**src/rtl/rv32_e_div_sequencer_if.sv**
```systemverilog
// Execute-stage divide port bundle: request side (start/flush/op/operands) and result side.
// The E stage holds start_i high while stall_o is high; a result is taken in the single cycle valid_o is high.
interface rv32_e_div_sequencer_if #(
  parameter int XLEN = 32
);
  logic            start_i;
  logic            flush_i;
  logic [1:0]      op_i;
  logic [XLEN-1:0] src_a_i;
  logic [XLEN-1:0] src_b_i;
  logic            stall_o;
  logic            busy_o;
  logic            valid_o;
  logic [XLEN-1:0] result_o;
  logic [1:0]      dbg_state_o;

  modport master (
    output start_i, flush_i, op_i, src_a_i, src_b_i,
    input  stall_o, busy_o, valid_o, result_o, dbg_state_o
  );

  modport slave (
    input  start_i, flush_i, op_i, src_a_i, src_b_i,
    output stall_o, busy_o, valid_o, result_o, dbg_state_o
  );
endinterface

```
**src/rtl/rv32_e_div_sequencer.sv**
```systemverilog
// RV32M DIV/DIVU/REM/REMU sequencer: latches operands, runs a radix-2 restoring divide over XLEN
// cycles while stalling the pipeline, and pulses valid_o with the architectural result.
module rv32_e_div_sequencer #(
  parameter int XLEN      = 32,
  parameter bit EARLY_OUT = 1'b1
) (
  input  logic                   clk_i,
  input  logic                   rst_n_i,
  rv32_e_div_sequencer_if.slave  sif
);

  localparam int CW = $clog2(XLEN);
  localparam logic [XLEN-1:0] ONE     = {{(XLEN-1){1'b0}}, 1'b1};
  localparam logic [XLEN-1:0] INT_MIN = {1'b1, {(XLEN-1){1'b0}}};
  localparam logic [CW-1:0]   LAST    = CW'(XLEN - 1);

  typedef enum logic [1:0] {
    S_IDLE = 2'd0,
    S_BUSY = 2'd1,
    S_DONE = 2'd2
  } state_t;

  state_t          r_state;
  logic [XLEN-1:0] r_q;
  logic [XLEN-1:0] r_rem;
  logic [XLEN-1:0] r_div;
  logic [XLEN-1:0] r_result;
  logic [XLEN-1:0] r_spec_res;
  logic [CW-1:0]   r_count;
  logic            r_want_rem;
  logic            r_qneg;
  logic            r_rneg;
  logic            r_spec;

  // Operand conditioning, evaluated in the IDLE cycle that samples start_i.
  logic            w_signed;
  logic            w_a_neg;
  logic            w_b_neg;
  logic [XLEN-1:0] w_abs_a;
  logic [XLEN-1:0] w_abs_b;
  logic            w_b_zero;
  logic            w_ovf;
  logic            w_spec;
  logic [XLEN-1:0] w_spec_res;

  always_comb begin
    w_signed   = ~sif.op_i[0];
    w_a_neg    = w_signed & sif.src_a_i[XLEN-1];
    w_b_neg    = w_signed & sif.src_b_i[XLEN-1];
    w_abs_a    = w_a_neg ? (~sif.src_a_i + ONE) : sif.src_a_i;
    w_abs_b    = w_b_neg ? (~sif.src_b_i + ONE) : sif.src_b_i;
    w_b_zero   = (sif.src_b_i == '0);
    w_ovf      = w_signed & (sif.src_a_i == INT_MIN) & (sif.src_b_i == '1);
    w_spec     = w_b_zero | w_ovf;
    w_spec_res = '0;
    if (w_b_zero) begin
      w_spec_res = sif.op_i[1] ? sif.src_a_i : '1;
    end else begin
      w_spec_res = sif.op_i[1] ? '0 : INT_MIN;
    end
  end

  // One restoring step: shift the next dividend bit into the partial remainder and
  // subtract the divisor when it fits (the borrow bit of the wide subtract decides).
  logic [XLEN:0]   w_shift;
  logic [XLEN:0]   w_diff;
  logic            w_fits;
  logic [XLEN-1:0] w_rem_nx;
  logic [XLEN-1:0] w_q_nx;
  logic [XLEN-1:0] w_quot_fix;
  logic [XLEN-1:0] w_rem_fix;
  logic [XLEN-1:0] w_final;

  always_comb begin
    w_shift    = {r_rem, r_q[XLEN-1]};
    w_diff     = w_shift - {1'b0, r_div};
    w_fits     = ~w_diff[XLEN];
    w_rem_nx   = w_fits ? w_diff[XLEN-1:0] : w_shift[XLEN-1:0];
    w_q_nx     = {r_q[XLEN-2:0], w_fits};
    w_quot_fix = r_qneg ? (~w_q_nx + ONE) : w_q_nx;
    w_rem_fix  = r_rneg ? (~w_rem_nx + ONE) : w_rem_nx;
    w_final    = r_spec ? r_spec_res : (r_want_rem ? w_rem_fix : w_quot_fix);
  end

  always_ff @(posedge clk_i or negedge rst_n_i) begin
    if (!rst_n_i) begin
      r_state    <= S_IDLE;
      r_q        <= '0;
      r_rem      <= '0;
      r_div      <= '0;
      r_result   <= '0;
      r_spec_res <= '0;
      r_count    <= '0;
      r_want_rem <= 1'b0;
      r_qneg     <= 1'b0;
      r_rneg     <= 1'b0;
      r_spec     <= 1'b0;
    end else begin
      case (r_state)
        S_IDLE: begin
          if (!sif.flush_i && sif.start_i) begin
            // Forwarded sources may disappear while stalled, so everything is captured here.
            r_q        <= w_abs_a;
            r_rem      <= '0;
            r_div      <= w_abs_b;
            r_want_rem <= sif.op_i[1];
            r_qneg     <= w_a_neg ^ w_b_neg;
            r_rneg     <= w_a_neg;
            r_spec     <= w_spec;
            r_spec_res <= w_spec_res;
            if (EARLY_OUT && w_spec) begin
              r_result <= w_spec_res;
              r_state  <= S_DONE;
            end else begin
              r_count <= LAST;
              r_state <= S_BUSY;
            end
          end
        end
        S_BUSY: begin
          // A dropped start_i means the instruction left E without a flush; abort the same way.
          if (sif.flush_i || !sif.start_i) begin
            r_state <= S_IDLE;
          end else begin
            r_rem <= w_rem_nx;
            r_q   <= w_q_nx;
            if (r_count == '0) begin
              r_result <= w_final;
              r_state  <= S_DONE;
            end else begin
              r_count <= r_count - 1'b1;
            end
          end
        end
        S_DONE: begin
          r_state <= S_IDLE;
        end
        default: begin
          r_state <= S_IDLE;
        end
      endcase
    end
  end

  logic w_valid;
  assign w_valid         = (r_state == S_DONE);
  assign sif.valid_o     = w_valid;
  assign sif.busy_o      = (r_state != S_IDLE);
  assign sif.result_o    = r_result;
  assign sif.stall_o     = sif.start_i & ~w_valid & ~sif.flush_i;
  assign sif.dbg_state_o = r_state;

endmodule

```
**src/flat_wrapper.sv**
```systemverilog
// flat-port wrapper written by rule: the top's interface ports become plain ports
module rv32_e_div_sequencer_flat 
#(
  parameter int XLEN      = 32,
  parameter bit EARLY_OUT = 1'b1
)
  (clk_i, rst_n_i, sif_start_i, sif_flush_i, sif_op_i, sif_src_a_i, sif_src_b_i, sif_stall_o, sif_busy_o, sif_valid_o, sif_result_o, sif_dbg_state_o);
  rv32_e_div_sequencer_if #(.XLEN(XLEN)) sif_i ();
  input  logic clk_i;
  input  logic rst_n_i;
  input wire logic [$bits(sif_i.start_i)-1:0] sif_start_i;
  input wire logic [$bits(sif_i.flush_i)-1:0] sif_flush_i;
  input wire logic [$bits(sif_i.op_i)-1:0] sif_op_i;
  input wire logic [$bits(sif_i.src_a_i)-1:0] sif_src_a_i;
  input wire logic [$bits(sif_i.src_b_i)-1:0] sif_src_b_i;
  output wire logic [$bits(sif_i.stall_o)-1:0] sif_stall_o;
  output wire logic [$bits(sif_i.busy_o)-1:0] sif_busy_o;
  output wire logic [$bits(sif_i.valid_o)-1:0] sif_valid_o;
  output wire logic [$bits(sif_i.result_o)-1:0] sif_result_o;
  output wire logic [$bits(sif_i.dbg_state_o)-1:0] sif_dbg_state_o;
  assign sif_i.start_i = sif_start_i;
  assign sif_i.flush_i = sif_flush_i;
  assign sif_i.op_i = sif_op_i;
  assign sif_i.src_a_i = sif_src_a_i;
  assign sif_i.src_b_i = sif_src_b_i;
  assign sif_stall_o = sif_i.stall_o;
  assign sif_busy_o = sif_i.busy_o;
  assign sif_valid_o = sif_i.valid_o;
  assign sif_result_o = sif_i.result_o;
  assign sif_dbg_state_o = sif_i.dbg_state_o;
  rv32_e_div_sequencer #(.XLEN(XLEN), .EARLY_OUT(EARLY_OUT)) u_core (.clk_i(clk_i), .rst_n_i(rst_n_i), .sif(sif_i));
endmodule
```
**config.mk**
```make
export PLATFORM = sky130hd
export DESIGN_NAME = rv32_e_div_sequencer_flat
export DESIGN_NICKNAME = d
export VERILOG_FILES = /design/src/rtl/rv32_e_div_sequencer_if.sv /design/src/rtl/rv32_e_div_sequencer.sv /design/src/flat_wrapper.sv
export SDC_FILE = /design/constraint.sdc
export NUM_CORES = 1
export LEC_CHECK = 0
export ABC_AREA = 1
export CAP_MARGIN = 25
export CORE_ASPECT_RATIO = 1.75
export CORE_MARGIN = 3
export CORE_UTILIZATION = 55
export CTS_CLUSTER_SIZE = 40
export DETAILED_ROUTE_END_ITERATION = 7
export PLACE_DENSITY_LB_ADDON = 0.1
export SYNTH_ARGS = -nofsm -noshare
export SYNTH_HDL_FRONTEND = slang
export SYNTH_SLANG_ARGS = --single-unit
```
**constraint.sdc**
```tcl
create_clock -name clk_i -period 5.93 [get_ports clk_i]
set_input_delay 1.779 -clock clk_i [delete_from_list [all_inputs] [get_ports clk_i]]
set_output_delay 1.779 -clock clk_i [all_outputs]
set_load 0.1 [all_outputs]
```
==> results.yml <==
timing:
  post-route-period-util: 0.852
  worst_pin_slew_ns: 1.15
  fin_skew_ns: 0.0139
  setup_viol: 0
  final_max_slew_viol_count: 0
  rsz0062_at_grt: "no"
  fin_crit_ns: 5.05
  hold_viol: 0
  slew_headroom: 0.228
  clock.fmax_ghz: 0.198
  tns_ns: 0
grt:
  grt_max_degree: 109
  grt_first_pass_wirelength_mm: 87.5
  grt_pass1_vias: 15600
  grt.total_usage: 0.396
  overflow: 0
  grt_antenna_before_repair: 1
drt:
  ant_nets: 0
  wirelength_mm: 57.9
  vias: 16500
  firstDrtPassIters: 6
  drtIter0Drc: 1521
  drcViolationCount: 0
  wire_per_inst_um: 20.6
  via_per_inst: 5.88
power_and_ir_drop:
  pwr-share-comb: 0.623
  clkPwrFrac: 0.157
  power_density_nw_per_um2: 433
  ir_worst_vdd_mv: 0.388
  seqPwrFrac: 0.220
  sw_frac_of_total: 0.557
  leakagePower_nw: 8.66
  power_mw: 7.26
  p_int_mw: 3.22
  p_sw_mw: 4.04
clock_tree:
  path_clk_slew_ns: 0.07
  cts-root-buf: "clkbuf_16"
  clockBufferDepth: 2
  cts_buffers: 17
  htreeDepth: 4
  cts.sinks: 171
  cts-resized-gates: 0
  post-cts-setup-buffers: 0
  clk_latency_ns: 0.46
  cts-hold-fix-buffers: 0
  cts_tree: "done"
synthesis:
  synth_area_leader_cell: "dfrtp_1"
  syn_area_um2: 15000
  syn_avg_cell_area_um2: 6.19
  yosysWarnings: 0
  ys_seq_area_frac: 0.286
  synthesis.nets: 2527
  ys_top_cells_by_area: "dfrtp_1, nand2_1, inv_1"
  synthesis.instances: 2417
  synth_top_area_frac: 0.286
  ys_types: 49
  ys_seq_elements: 171
cells_and_area:
  nNetsFinal: 2581
  final_util: 0.629
  layout-drive-gt1-share: 0.0600
  area_delta_synth_final_pct: 12.3
place:
  gp_congestion: 1.03
  io_buffers: 106
  dp_hpwl_mm: 44.3
floorplan:
  die_w_um: 131
  start_util: 0.560
  dieArea_um2: 29300
  die_h_um: 224
  placementRows: 79
  io_pins: 107
  core_area_um2: 26700
job:
  maxCapViolations: 0
critical_path:
  endpoint_kind: "flop"
  required_ns: 6.31
  crit_fanout: 14
  critical_path_arrival_ns: 5.43
  crit_type: "flop to flop"
  cp-start-kind: "flop"
worst_hold_path:
  hp-class: "flop to flop"
run_status:
  status: "finished clean"
worst paths after layout:
kind / to / start / slack [ns] / cells past startpoint
max: u_core.sif.result_o[26] / u_core.r_div[27] / 0.88 / 23
min: u_core.r_spec_res[25] / u_core.r_spec_res[25] / 0.48 / 2
max reg2reg: u_core.sif.result_o[26] / u_core.r_div[27] / 0.88 / 23
min reg2reg: u_core.r_spec_res[25] / u_core.r_spec_res[25] / 0.48 / 2
max in group asynchronous: u_core.r_div[14] / rst_n_i / 3.68 / 3
min in group asynchronous: u_core.r_spec_res[15] / rst_n_i / 1.14 / 1
per-stage QoR:
step / hold slack, ns / cell area [µm²] / setup WS [ns] / cells
after global placement: 0.459 / 16200 / 0.721 / 2774
after floorplan: 0.444 / 15000 / 0.790 / 2417
after global routing: 0.499 / 16800 / 0.492 / 2808
after CTS: 0.485 / 16800 / 1.00 / 2807
after detailed placement: 0.466 / 16200 / 0.614 / 2775
final: 0.485 / 16800 / 0.878 / 2809
per-layer routing:
layer	track usage	part of all wire	up-vias
li1	-	-	7874
met1	0.411	0.34	7680
met2	0.655	0.48	740
met3	0.0656	0.058	223
met4	0.381	0.12	0
met5	0	0	-
power by group through the flow:
stage	clock, mW	sequential [mW]	combinational [mW]
finish	1.14	1.60	4.52
global route	1.18	1.62	4.93
CTS	1.14	1.59	4.44
detailed placement	0	1.61	4.41
global placement	0	1.61	4.37
floorplan	0	2.19	2.59
kinds of logic (layout without fill, tap and decap cells):
logic type	count (synthesis)	after routing	share of synthesized area
AND/OR/NAND/NOR	1294	1294	0.375
buffers and inverters	452	519	0.120
other	0	1	0
adder cells (fa/ha/maj)	40	40	0.0340
AO/OA/AOI/OAI	399	399	0.149
flip-flops	171	171	0.286
XOR/XNOR	61	61	0.0357
layout make-up:
class / count / area [µm²]
fillers: 2629 / 9890
multi-input cells: 1794 / 8900
flip-flops and latches: 171 / 4280
inverters: 359 / 1350
repair buffers: 128 / 1280
clock buffers: 17 / 425
well taps: 324 / 405
clock inverters: 15 / 155
diodes: 1 / 2.50
state kept, by name, summed over array words and instances, names as in the netlist:
name                    flops
u_core.r_div               32
u_core.r_q                 32
u_core.r_rem               32
u_core.r_spec_res          32
u_core.sif.result_o        32
u_core.r_count              5
u_core.sif.dbg_state_o      2
u_core.r_qneg               1
u_core.r_rneg               1
u_core.r_spec               1
u_core.r_want_rem           1
layout by cell type, fill, tap and decap left out, types with 2 or more instances in the layout:
cell | synthesis | final
nand2_1 | 717 | 717
inv_1 | 346 | 346
nor2_1 | 230 | 228
nand3_1 | 187 | 187
dfrtp_1 | 171 | 171
o21ai_0 | 158 | 158
a21oi_1 | 118 | 118
clkdlybuf4s50_1 | 0 | 104
xor2_1 | 44 | 44
a31oi_1 | 39 | 39
ha_1 | 39 | 39
nand4_1 | 33 | 33
o22ai_1 | 31 | 31
nor3_1 | 28 | 28
nand2_2 | 27 | 27
buf_4 | 6 | 20
xnor2_1 | 17 | 17
clkbuf_16 | 0 | 17
o211ai_1 | 16 | 16
o221ai_1 | 14 | 14
nor2_2 | 12 | 12
or2_2 | 12 | 12
inv_2 | 8 | 9
nand3b_1 | 9 | 9
nor4_1 | 10 | 9
o21ai_1 | 9 | 9
nor3_2 | 8 | 8
nor2_4 | 5 | 7
nand2_4 | 6 | 6
a21oi_2 | 5 | 5
clkinvlp_4 | 0 | 5
inv_8 | 0 | 5
clkinv_1 | 5 | 4
and2_1 | 4 | 4
nand2_8 | 2 | 2
nand3_4 | 2 | 2
o31ai_1 | 2 | 2
inv_6 | 0 | 2
buf_16 | 0 | 2
synth_stat cells, drive strengths merged:
library cell    n
a21boi          1
a21o            1
a21oi         124
a221oi          1
a22oi           1
a31oi          39
and2            4
buf            27
clkbuf         66
clkinv          5
dfrtp         171
fa              1
ha             39
inv           354
nand2         752
nand3         190
nand3b          9
nand4          33
nor2          247
nor3           36
nor3b           1
nor4           10
o211ai         16
o21ai         167
o21bai          1
o221ai         14
o22ai          31
o31ai           2
o41ai           1
or2            12
xnor2          17
xor2           44
critical path, stage by stage (launching register included):
cell and delay, ns:
dfrtp_1 0.38, inv_1 0.18, ha_1 0.34, a21oi_1 0.30, nand2_1 0.15, nand2_1 0.08, nand2_1 0.08, a21oi_4 0.23
nand3_4 0.23, nand2_4 0.15, ha_1 0.20, nand4_1 0.16, nor3_1 0.45, nand4_1 0.20, or2_2 0.33, nor2_1 0.23
nand4_1 0.19, o21ai_0 0.24, o21ai_0 0.11, a21oi_1 0.42, nor2_1 0.07, nand2_1 0.08, nand2_1 0.05, a21oi_1 0.12
(Power assumes the default switching activity.)
